File: config.mk
export PLATFORM = sky130hd
export DESIGN_NAME = two_issue_fetch_buffer_flat
export DESIGN_NICKNAME = d
export VERILOG_FILES = /design/src/rtl/two_issue_fetch_buffer_if.sv /design/src/rtl/two_issue_fetch_buffer.sv /design/src/flat_wrapper.sv
export SDC_FILE = /design/constraint.sdc
export NUM_CORES = 1
export LEC_CHECK = 0
export ABC_AREA = 1
export CAP_MARGIN = 10
export CORE_ASPECT_RATIO = 1.25
export CORE_MARGIN = 2
export CORE_UTILIZATION = 54
export CTS_BUF_LIST = sky130_fd_sc_hd__clkbuf_4
export CTS_CLUSTER_SIZE = 20
export DETAILED_ROUTE_END_ITERATION = 16
export PLACE_DENSITY = 0.8
export REMOVE_ABC_BUFFERS = 1
export SETUP_SLACK_MARGIN = 0.3
export SYNTH_ARGS = -nofsm -noshare
export SYNTH_HDL_FRONTEND = slang
export SYNTH_SLANG_ARGS = --single-unit
File: constraint.sdc
create_clock -name clk_i -period 6.98 [get_ports clk_i]
set_input_delay 0.698 -clock clk_i [delete_from_list [all_inputs] [get_ports clk_i]]
set_output_delay 0.698 -clock clk_i [all_outputs]
set_load 0.01 [all_outputs]
File: src/rtl/two_issue_fetch_buffer_if.sv
// Fetch-side and decode-side handshake bundle for the two-issue fetch buffer.
// The master is the fetch/decode logic; the slave is the buffer itself.
interface two_issue_fetch_buffer_if #(
    parameter int els_p      = 4,
    parameter int pc_width_p = 22
);
    localparam int cnt_w = $clog2(els_p + 1);

    logic                  v_i;
    logic [31:0]           instruction_i;
    logic [pc_width_p-1:0] pc_i;
    logic                  ready_o;
    logic                  flush_i;
    logic                  instr0_v_o;
    logic [31:0]           instr0_o;
    logic [pc_width_p-1:0] pc0_o;
    logic                  instr1_v_o;
    logic [31:0]           instr1_o;
    logic [pc_width_p-1:0] pc1_o;
    logic                  yumi_i;
    logic                  dual_i;
    logic [cnt_w-1:0]      count_o;

    modport master (
        output v_i, instruction_i, pc_i, flush_i, yumi_i, dual_i,
        input  ready_o, instr0_v_o, instr0_o, pc0_o,
        input  instr1_v_o, instr1_o, pc1_o, count_o
    );

    modport slave (
        input  v_i, instruction_i, pc_i, flush_i, yumi_i, dual_i,
        output ready_o, instr0_v_o, instr0_o, pc0_o,
        output instr1_v_o, instr1_o, pc1_o, count_o
    );
endinterface

File: src/rtl/two_issue_fetch_buffer.sv
// Circular queue of fetched {instruction, pc} presenting the two oldest
// entries to a dual-issue decoder; pops 0, 1 or 2 entries per cycle.
module two_issue_fetch_buffer #(
    parameter int els_p      = 4,
    parameter int pc_width_p = 22
) (
    input  logic                   clk_i,
    input  logic                   reset_i,
    two_issue_fetch_buffer_if.slave fb
);
    localparam int ptr_w = $clog2(els_p);
    localparam int cnt_w = $clog2(els_p + 1);

    logic [31:0]           instr_mem [els_p];
    logic [pc_width_p-1:0] pc_mem    [els_p];

    logic [ptr_w-1:0] rptr_r;
    logic [ptr_w-1:0] wptr_r;
    logic [ptr_w-1:0] rptr1;
    logic [cnt_w-1:0] count_r;
    logic [cnt_w-1:0] count_n;
    logic [cnt_w-1:0] enq_amt;
    logic [cnt_w-1:0] pop_amt;
    logic             v0;
    logic             v1;
    logic             full;
    logic             enq;

    assign v0    = (count_r != '0);
    assign v1    = (count_r > cnt_w'(1));
    assign full  = (count_r == cnt_w'(els_p));
    assign rptr1 = rptr_r + ptr_w'(1);
    assign enq   = fb.v_i & ~full & ~fb.flush_i;

    always_comb begin
        pop_amt = '0;
        if (fb.yumi_i && v0) begin
            pop_amt = (fb.dual_i && v1) ? cnt_w'(2) : cnt_w'(1);
        end
        enq_amt = {{(cnt_w-1){1'b0}}, enq};
        count_n = count_r + enq_amt - pop_amt;
    end

    always_ff @(posedge clk_i) begin
        if (reset_i || fb.flush_i) begin
            rptr_r  <= '0;
            wptr_r  <= '0;
            count_r <= '0;
        end else begin
            rptr_r  <= rptr_r + ptr_w'(pop_amt);
            wptr_r  <= wptr_r + ptr_w'(enq);
            count_r <= count_n;
        end
    end

    // Storage is deliberately unreset; valids gate all visibility.
    always_ff @(posedge clk_i) begin
        if (enq) begin
            instr_mem[wptr_r] <= fb.instruction_i;
            pc_mem[wptr_r]    <= fb.pc_i;
        end
    end

    assign fb.ready_o    = ~full;
    assign fb.count_o    = count_r;
    assign fb.instr0_v_o = v0;
    assign fb.instr1_v_o = v1;
    assign fb.instr0_o   = v0 ? instr_mem[rptr_r] : '0;
    assign fb.pc0_o      = v0 ? pc_mem[rptr_r]    : '0;
    assign fb.instr1_o   = v1 ? instr_mem[rptr1]  : '0;
    assign fb.pc1_o      = v1 ? pc_mem[rptr1]     : '0;

    always_ff @(posedge clk_i) begin
        if (!reset_i && !fb.flush_i) begin
            assert (!(fb.yumi_i && !v0))
                else $warning("yumi_i asserted while buffer empty");
            assert (!(fb.yumi_i && fb.dual_i && v0 && !v1))
                else $warning("dual_i asserted with only one entry held");
        end
    end
endmodule

File: src/flat_wrapper.sv
// flat-port wrapper written by rule: the top's interface ports become plain ports
module two_issue_fetch_buffer_flat 
#(
    parameter int els_p      = 4,
    parameter int pc_width_p = 22
)
  (clk_i, reset_i, fb_v_i, fb_instruction_i, fb_pc_i, fb_flush_i, fb_yumi_i, fb_dual_i, fb_ready_o, fb_instr0_v_o, fb_instr0_o, fb_pc0_o, fb_instr1_v_o, fb_instr1_o, fb_pc1_o, fb_count_o);
  two_issue_fetch_buffer_if #(.els_p(els_p), .pc_width_p(pc_width_p)) fb_i ();
  input  logic clk_i;
  input  logic reset_i;
  input wire logic [$bits(fb_i.v_i)-1:0] fb_v_i;
  input wire logic [$bits(fb_i.instruction_i)-1:0] fb_instruction_i;
  input wire logic [$bits(fb_i.pc_i)-1:0] fb_pc_i;
  input wire logic [$bits(fb_i.flush_i)-1:0] fb_flush_i;
  input wire logic [$bits(fb_i.yumi_i)-1:0] fb_yumi_i;
  input wire logic [$bits(fb_i.dual_i)-1:0] fb_dual_i;
  output wire logic [$bits(fb_i.ready_o)-1:0] fb_ready_o;
  output wire logic [$bits(fb_i.instr0_v_o)-1:0] fb_instr0_v_o;
  output wire logic [$bits(fb_i.instr0_o)-1:0] fb_instr0_o;
  output wire logic [$bits(fb_i.pc0_o)-1:0] fb_pc0_o;
  output wire logic [$bits(fb_i.instr1_v_o)-1:0] fb_instr1_v_o;
  output wire logic [$bits(fb_i.instr1_o)-1:0] fb_instr1_o;
  output wire logic [$bits(fb_i.pc1_o)-1:0] fb_pc1_o;
  output wire logic [$bits(fb_i.count_o)-1:0] fb_count_o;
  assign fb_i.v_i = fb_v_i;
  assign fb_i.instruction_i = fb_instruction_i;
  assign fb_i.pc_i = fb_pc_i;
  assign fb_i.flush_i = fb_flush_i;
  assign fb_i.yumi_i = fb_yumi_i;
  assign fb_i.dual_i = fb_dual_i;
  assign fb_ready_o = fb_i.ready_o;
  assign fb_instr0_v_o = fb_i.instr0_v_o;
  assign fb_instr0_o = fb_i.instr0_o;
  assign fb_pc0_o = fb_i.pc0_o;
  assign fb_instr1_v_o = fb_i.instr1_v_o;
  assign fb_instr1_o = fb_i.instr1_o;
  assign fb_pc1_o = fb_i.pc1_o;
  assign fb_count_o = fb_i.count_o;
  two_issue_fetch_buffer #(.els_p(els_p), .pc_width_p(pc_width_p)) u_core (.clk_i(clk_i), .reset_i(reset_i), .fb(fb_i));
endmodule
==> out/metrics.yaml, run 1 <==
busiest_layer: "met2"
critPathBufInv: 3
cts_tree: "built"
synthToLayoutAreaGrowth_pct: 21.05
p_int_mw: 2.240
synth-edff-count: 216
initial_core_util: 0.5483
routed_via_density: 5.334
wl_per_cell_um: 15.75
gr-usage-all-layers: 0.2531
first_pass_iters: 5
cp_slowest_stage_delay_ns: 0.84
synth_xor_xnor_area_share: 0.0007701
drc: 0
worstPathRequired_ns: 6.28
rsz0062_at_grt: "no"
critical_path.top_delay_family: "buffers and inverters"
post-route-util: 0.6637
synth_area_leaders: "edfxtp_1, nand2_1, inv_1"
ys_seq_elements: 223
crit_slowest_cell: "buf_4"
synth_fa_ha_area_frac: 0.007261
die_w_um: 133.8
cts.clk_slew.worst_paths_ns: 0.07
pwr-share-comb: 0.194
overflow: 0
seq_area_frac_synth: 0.5826
post-route-min-period_ns: 4.532
grt_use_met1: 0.2859
layout-drive-gt1-share: 0.06658
ioPinCount: 174
antenna_found_initial: 3
crit_path_end_kind: "output port"
synth_flop_cell: "edfxtp_1"
synth_cell_types: 23
die_y_um: 166.3
place_congestion: 0.8235
pwr-share-seq: 0.491
synth-simple-area-share: 0.2161
die-area_um2: 22250
io_buffers: 173
fmax_mhz: 220.7
period_share: 0.6493
drv_cap: 0
status: "completed"
num_vias: 9650
synth.largest_area_cell: "edfxtp_1"
grt_pass1_vias: 9419
htreeDepth: 2
slew_headroom: 0.2012
cts_resized: 0
worst_slack_ns: 2.448
synth.top_cell.area_share: 0.5703
dp_hpwl_mm: 16.01
fin_nets: 1557
hold_viol_final: 0
fin_total_pwr_mw: 3.088
synth_top_family_by_area: "simple AND/OR/NAND/NOR gates"
synthesis.area_um2: 11370
fillers: 1618
cts_buffer_depth: 3
syn_avg_cell_area_um2: 8.532
cts.sinks: 223
ant_nets: 0
synth_compound_area_frac: 0.09505
maxSlewViolCount: 0
routed_wl_mm: 28.49
min_path_cells: 2
grt_use_met2: 0.4401
power_density_nw_per_um2: 224.3
path_depth: 7
clockRootBuffer: "clkbuf_4"
finalSetupViolCount: 0
reg2regPathDepth: 14
whs_ns: 0.5609
coreArea_um2: 20740
grt_max_degree: 122
power.switching_uw: 847.7
async_flop_share: 0
swShare: 0.2745
pwr-share-clk: 0.315
grtUsageMet3: 0.05372
ys.warnings.count: 0
synth_mux_area_frac: 0
holdBufCountCts: 0
post-place-ws_ns: 3.133
clock_skew_ns: 0.02883
leakage_nw: 5.782
tightest_slew_ns: 1.198
cts_setup_buffers: 0
worstPathMaxFanout: 121
insertion_delay_ns: 0.66
startpoint_type: "register"
crit_arrival_ns: 3.83
netlist_instances: 1333
drt-initial-drc-count: 917
numCtsBuffers: 51
core.rowCount: 59
path_cells: "buf_4, buf_4, nand2_1, o21ai_0, nand2_1, a21oi_1, clkdlybuf4s50_1"
grt_pass1_wl_mm: 44.79
crit_type: "register to output port"
max-vdd-ir-drop_v: 0.0001385
min_path_type: "register to register"
[flip-flops by register name, summed over array words and instances, names as in the netlist]
name,count
u_core.fb.count_o,3
u_core.pc_mem,88
u_core.instr_mem,128
u_core.rptr_r,2
u_core.wptr_r,2
[metal layers]
| metal | routed length, um | part of all wire |
|---|---|---|
| met5 | 0 | 0 |
| met4 | 1134 | 0.040 |
| met3 | 2339 | 0.082 |
| met2 | 14430 | 0.51 |
| met1 | 10580 | 0.37 |
[cell families (layout without fill, tap and decap cells)]
| family | after synthesis | count (layout) |
|---|---|---|
| compound gates | 216 | 216 |
| simple gates | 627 | 627 |
| fa+ha+maj | 6 | 6 |
| other cells | 0 | 3 |
| xor+xnor | 1 | 1 |
| flops | 223 | 223 |
| buf+inv | 260 | 459 |
[stage by stage]
stage	TNS, ns	cells	instance area, um^2
3_5_place_dp	0	1712	13130
3_3_place_gp	0	1712	13130
4_1_cts	0	1806	13760
2_1_floorplan	-15.82	1254	10940
6_report	0	1809	13770
5_1_grt	0	1809	13770
[layout by cell type, fill, tap and decap left out, types with 9 or more instances in the layout]
master | synthesis | final
clkbuf_4 | 0 | 73
nand3_1 | 59 | 59
clkdlybuf4s50_1 | 0 | 173
nand2_1 | 549 | 549
o21ai_0 | 107 | 107
buf_4 | 13 | 11
inv_1 | 178 | 178
a21oi_1 | 109 | 109
nor2_1 | 9 | 9
clkinv_1 | 0 | 17
edfxtp_1 | 216 | 216
[final timing paths]
kind | start | endpoint | slack, ns
worst max-delay path | u_core.rptr_r[0] | fb_instr0_o[1] | 2.45
worst min-delay path | u_core.fb.count_o[2] | u_core.fb.count_o[2] | 0.56
worst max register to register | u_core.fb.count_o[1] | u_core.fb.count_o[2] | 3.77
worst min register to register | u_core.fb.count_o[2] | u_core.fb.count_o[2] | 0.56
[Yosys cell counts (3+ instances only)]
master and number:
buf_2 42, dfxtp_1 7, nor3_1 4, nor2_1 9, buf_6 5, a21oi_1 109, inv_1 178, o21ai_0 107
nand3_1 59, ha_1 5, buf_4 13, nand2_1 549, clkbuf_1 16, buf_1 3, edfxtp_1 216
[worst register-to-register path, stage by stage, from the launching register on]
cell	delay, ns
dfxtp_1	0.34
inv_1	0.07
nand2_1	0.16
nor2_4	0.11
buf_4	0.62
inv_1	0.15
and3_1	0.22
ha_1	0.27
inv_1	0.06
ha_1	0.13
inv_1	0.05
fa_1	0.45
or2_2	0.31
a21oi_1	0.12
nor2_1	0.05
[power groups by stage]
stage	Combinational, mW	Clock, mW	Sequential (mW)
floorplan	0.265	0	1.55
CTS	0.601	0.990	1.51
global route	0.650	1.06	1.52
detailed placement	0.598	0	1.54
finish	0.600	0.973	1.51
global placement	0.589	0	1.54
[area by class of cell]
| type | instances | area (um^2) | share of cell area |
|---|---|---|---|
| antenna | 3 | 7.507 | 0.0005453 |
| clock buffer | 73 | 548.0 | 0.03981 |
| clock inverter | 21 | 83.83 | 0.006089 |
| inverter | 181 | 681.9 | 0.04953 |
| multi-input combinational | 850 | 3655 | 0.2655 |
| sequential | 223 | 6634 | 0.4819 |
| tap | 274 | 342.8 | 0.02490 |
| timing repair buffer | 184 | 1814 | 0.1318 |
Note: power is estimated with default switching activity, not from simulation.
==> run 2: changes to the inputs <==
CORE_UTILIZATION = 51   (was 54)
PLACE_DENSITY = 0.79   (was 0.8)
clock period = 4.08 ns   (was 6.98 ns; I/O delays follow)
==> run 2 against run 1 <==
Net effect: flip-flop and latch count is the same; clock power rose by 69%; sequential power up 72%; critical path depth fell by 1; worst hold slack got worse by 0.15 ns; utilization down 3.7 points; setup slack worse by 2.0 ns; routed wire length decreased by 0.26%; global-route usage decreased by 1.5 points; sequential share of layout area decreased by 0.19 points; critical endpoint is now fb_pc0_o[17]; largest cell class unchanged.
==> out/metrics.yaml, run 2 (synthesized netlist as in run 1, its figures left out) <==
ioPinCount: 174  # unchanged
pwr-share-seq: 0.493  # was 0.491
status: "completed"  # unchanged
cts_tree: "built"  # unchanged
initial_core_util: 0.5156  # was 0.5483
io_buffers: 173  # unchanged
startpoint_type: "register"  # unchanged
critPathBufInv: 2  # was 3
fmax_mhz: 276.4
worstPathRequired_ns: 3.67  # was 6.28 ns
num_vias: 9626  # was 9650
whs_ns: 0.4092  # was 0.5609 ns
cts_resized: 0  # unchanged
path_cells: "buf_12, nand2_1, o21ai_0, nand2_1, a21oi_1, clkdlybuf4s50_1"  # was buf_4, buf_4, nand2_1, o21ai_0, nand2_1, a21oi_1, clkdlybuf4s50_1
synthToLayoutAreaGrowth_pct: 21.52  # was 21.05%
pwr-share-comb: 0.196  # was 0.194
p_int_mw: 3.837  # was 2.240 mW
min_path_type: "primary input to register"  # was register to register
holdBufCountCts: 0  # unchanged
largest_reg_flops: 128  # unchanged
numCtsBuffers: 49  # was 51
routed_via_density: 5.292  # was 5.334
finalSetupViolCount: 0  # unchanged
crit_path_end_kind: "output port"  # unchanged
dp_hpwl_mm: 16.46  # was 16.01 mm
fin_nets: 1561  # was 1557
drv_cap: 0  # unchanged
place_congestion: 0.8037  # was 0.8235
maxSlewViolCount: 0  # unchanged
cts_setup_buffers: 0  # unchanged
finalNonFillerCells: 1819  # was 1809
pwr-share-clk: 0.311  # was 0.315
clock_skew_ns: 0.02577  # was 0.02883 ns
dp.cells: 1727  # was 1712
grt_max_degree: 165  # was 122
power_density_nw_per_um2: 380.8  # was 224.3 nW/um^2
grt_pass1_vias: 9085  # was 9419
post-route-min-period_ns: 3.618
die_y_um: 171.0  # was 166.3 um
post-route-util: 0.6266  # was 0.6637
period_share: 0.8867
final.setup.tns_ns: 0  # unchanged
first_pass_iters: 5  # unchanged
overflow: 0  # unchanged
placed_area_um2: 13200  # was 13130 um^2
htreeDepth: 2  # unchanged
cts.sinks: 223  # unchanged
cp_slowest_stage_delay_ns: 0.72  # was 0.84 ns
die-area_um2: 23520  # was 22250 um^2
wl_per_cell_um: 15.62  # was 15.75 um
largest_register: "u_core.instr_mem"  # unchanged
tightest_slew_ns: 0.8773  # was 1.198 ns
critPathMostFrequentCell: "nand2_1"
ant_nets: 0  # unchanged
stdcell_area_um2: 13820  # was 13770 um^2
final_cell_mix: "nand2_1, edfxtp_1, inv_1"  # unchanged
fin_total_pwr_mw: 5.262  # was 3.088 mW
crit_slowest_cell: "dfxtp_4"  # was buf_4
critical_path.top_delay_family: "buffers and inverters"  # unchanged
insertion_delay_ns: 0.61  # was 0.66 ns
grt_pass1_wl_mm: 43.14  # was 44.79 mm
worst_slack_ns: 0.4623  # was 2.448 ns
coreArea_um2: 22060  # was 20740 um^2
layout-drive-gt1-share: 0.06858  # was 0.06658
drt-initial-drc-count: 730  # was 917
max-vdd-ir-drop_v: 0.0002853  # was 0.0001385 V
crit_type: "register to output port"  # unchanged
drc: 0  # unchanged
gr-usage-all-layers: 0.2380  # was 0.2531
post-place-ws_ns: 1.248  # was 3.133 ns
worstPathMaxFanout: 164  # was 121
leakage_nw: 5.803  # was 5.782 nW
hold_viol_final: 0  # unchanged
power.switching_mw: 1.425  # was 847.7 uW
antenna_found_initial: 5  # was 3
cts.clk_slew.worst_paths_ns: 0.08  # was 0.07 ns
core.rowCount: 61  # was 59
final_common_cell: "nand2_1"  # unchanged
swShare: 0.2709  # was 0.2745
rsz0062_at_grt: "no"  # unchanged
cts_buffer_depth: 3  # unchanged
clockRootBuffer: "clkbuf_4"  # unchanged
die_w_um: 137.6  # was 133.8 um
routed_wl_mm: 28.41  # was 28.49 mm
crit_arrival_ns: 3.21  # was 3.83 ns
slew_headroom: 0.4151  # was 0.2012
## run 2: worst paths after layout
| check | start | end | depth (start not counted) | slack [ns] |
|---|---|---|---|---|
| max | u_core.rptr_r[0] | fb_pc0_o[17] | 6 | 0.46 |
| max reg2reg | u_core.fb.count_o[2] | u_core.fb.count_o[2] | 13 | 1.58 |
| min reg2reg | u_core.fb.count_o[2] | u_core.fb.count_o[2] | 2 | 0.58 |
| min | fb_pc_i[21] | u_core.pc_mem[1][21] | 1 | 0.41 |
## run 2: routing by layer
metal / GRT usage / part of all wire / vias to the layer above
li1: - / - / 4633
met1: 0.2735 / 0.38 / 4499
met2: 0.4242 / 0.52 / 408
met3: 0.03881 / 0.068 / 86
met4: 0.1206 / 0.037 / 0
met5: 0 / 0 / -
## run 2: power by group through the flow
stage	registers [mW]	logic, mW	clock network (mW)
floorplan	2.66	0.453	0
CTS	2.59	1.03	1.68
detailed placement	2.64	1.03	0
finish	2.59	1.03	1.64
global route	2.60	1.12	1.77
global placement	2.64	1.01	0
## run 2: final cells by class
class / instances / area [um^2]
inverters: 181 / 681.9
clock inverters: 20 / 108.9
repair buffers: 190 / 1872
flip-flops and latches: 223 / 6634
clock buffers: 67 / 503.0
diodes: 5 / 12.51
well taps: 283 / 354.1
multi-input cells: 850 / 3655
fillers: 1798 / 8237
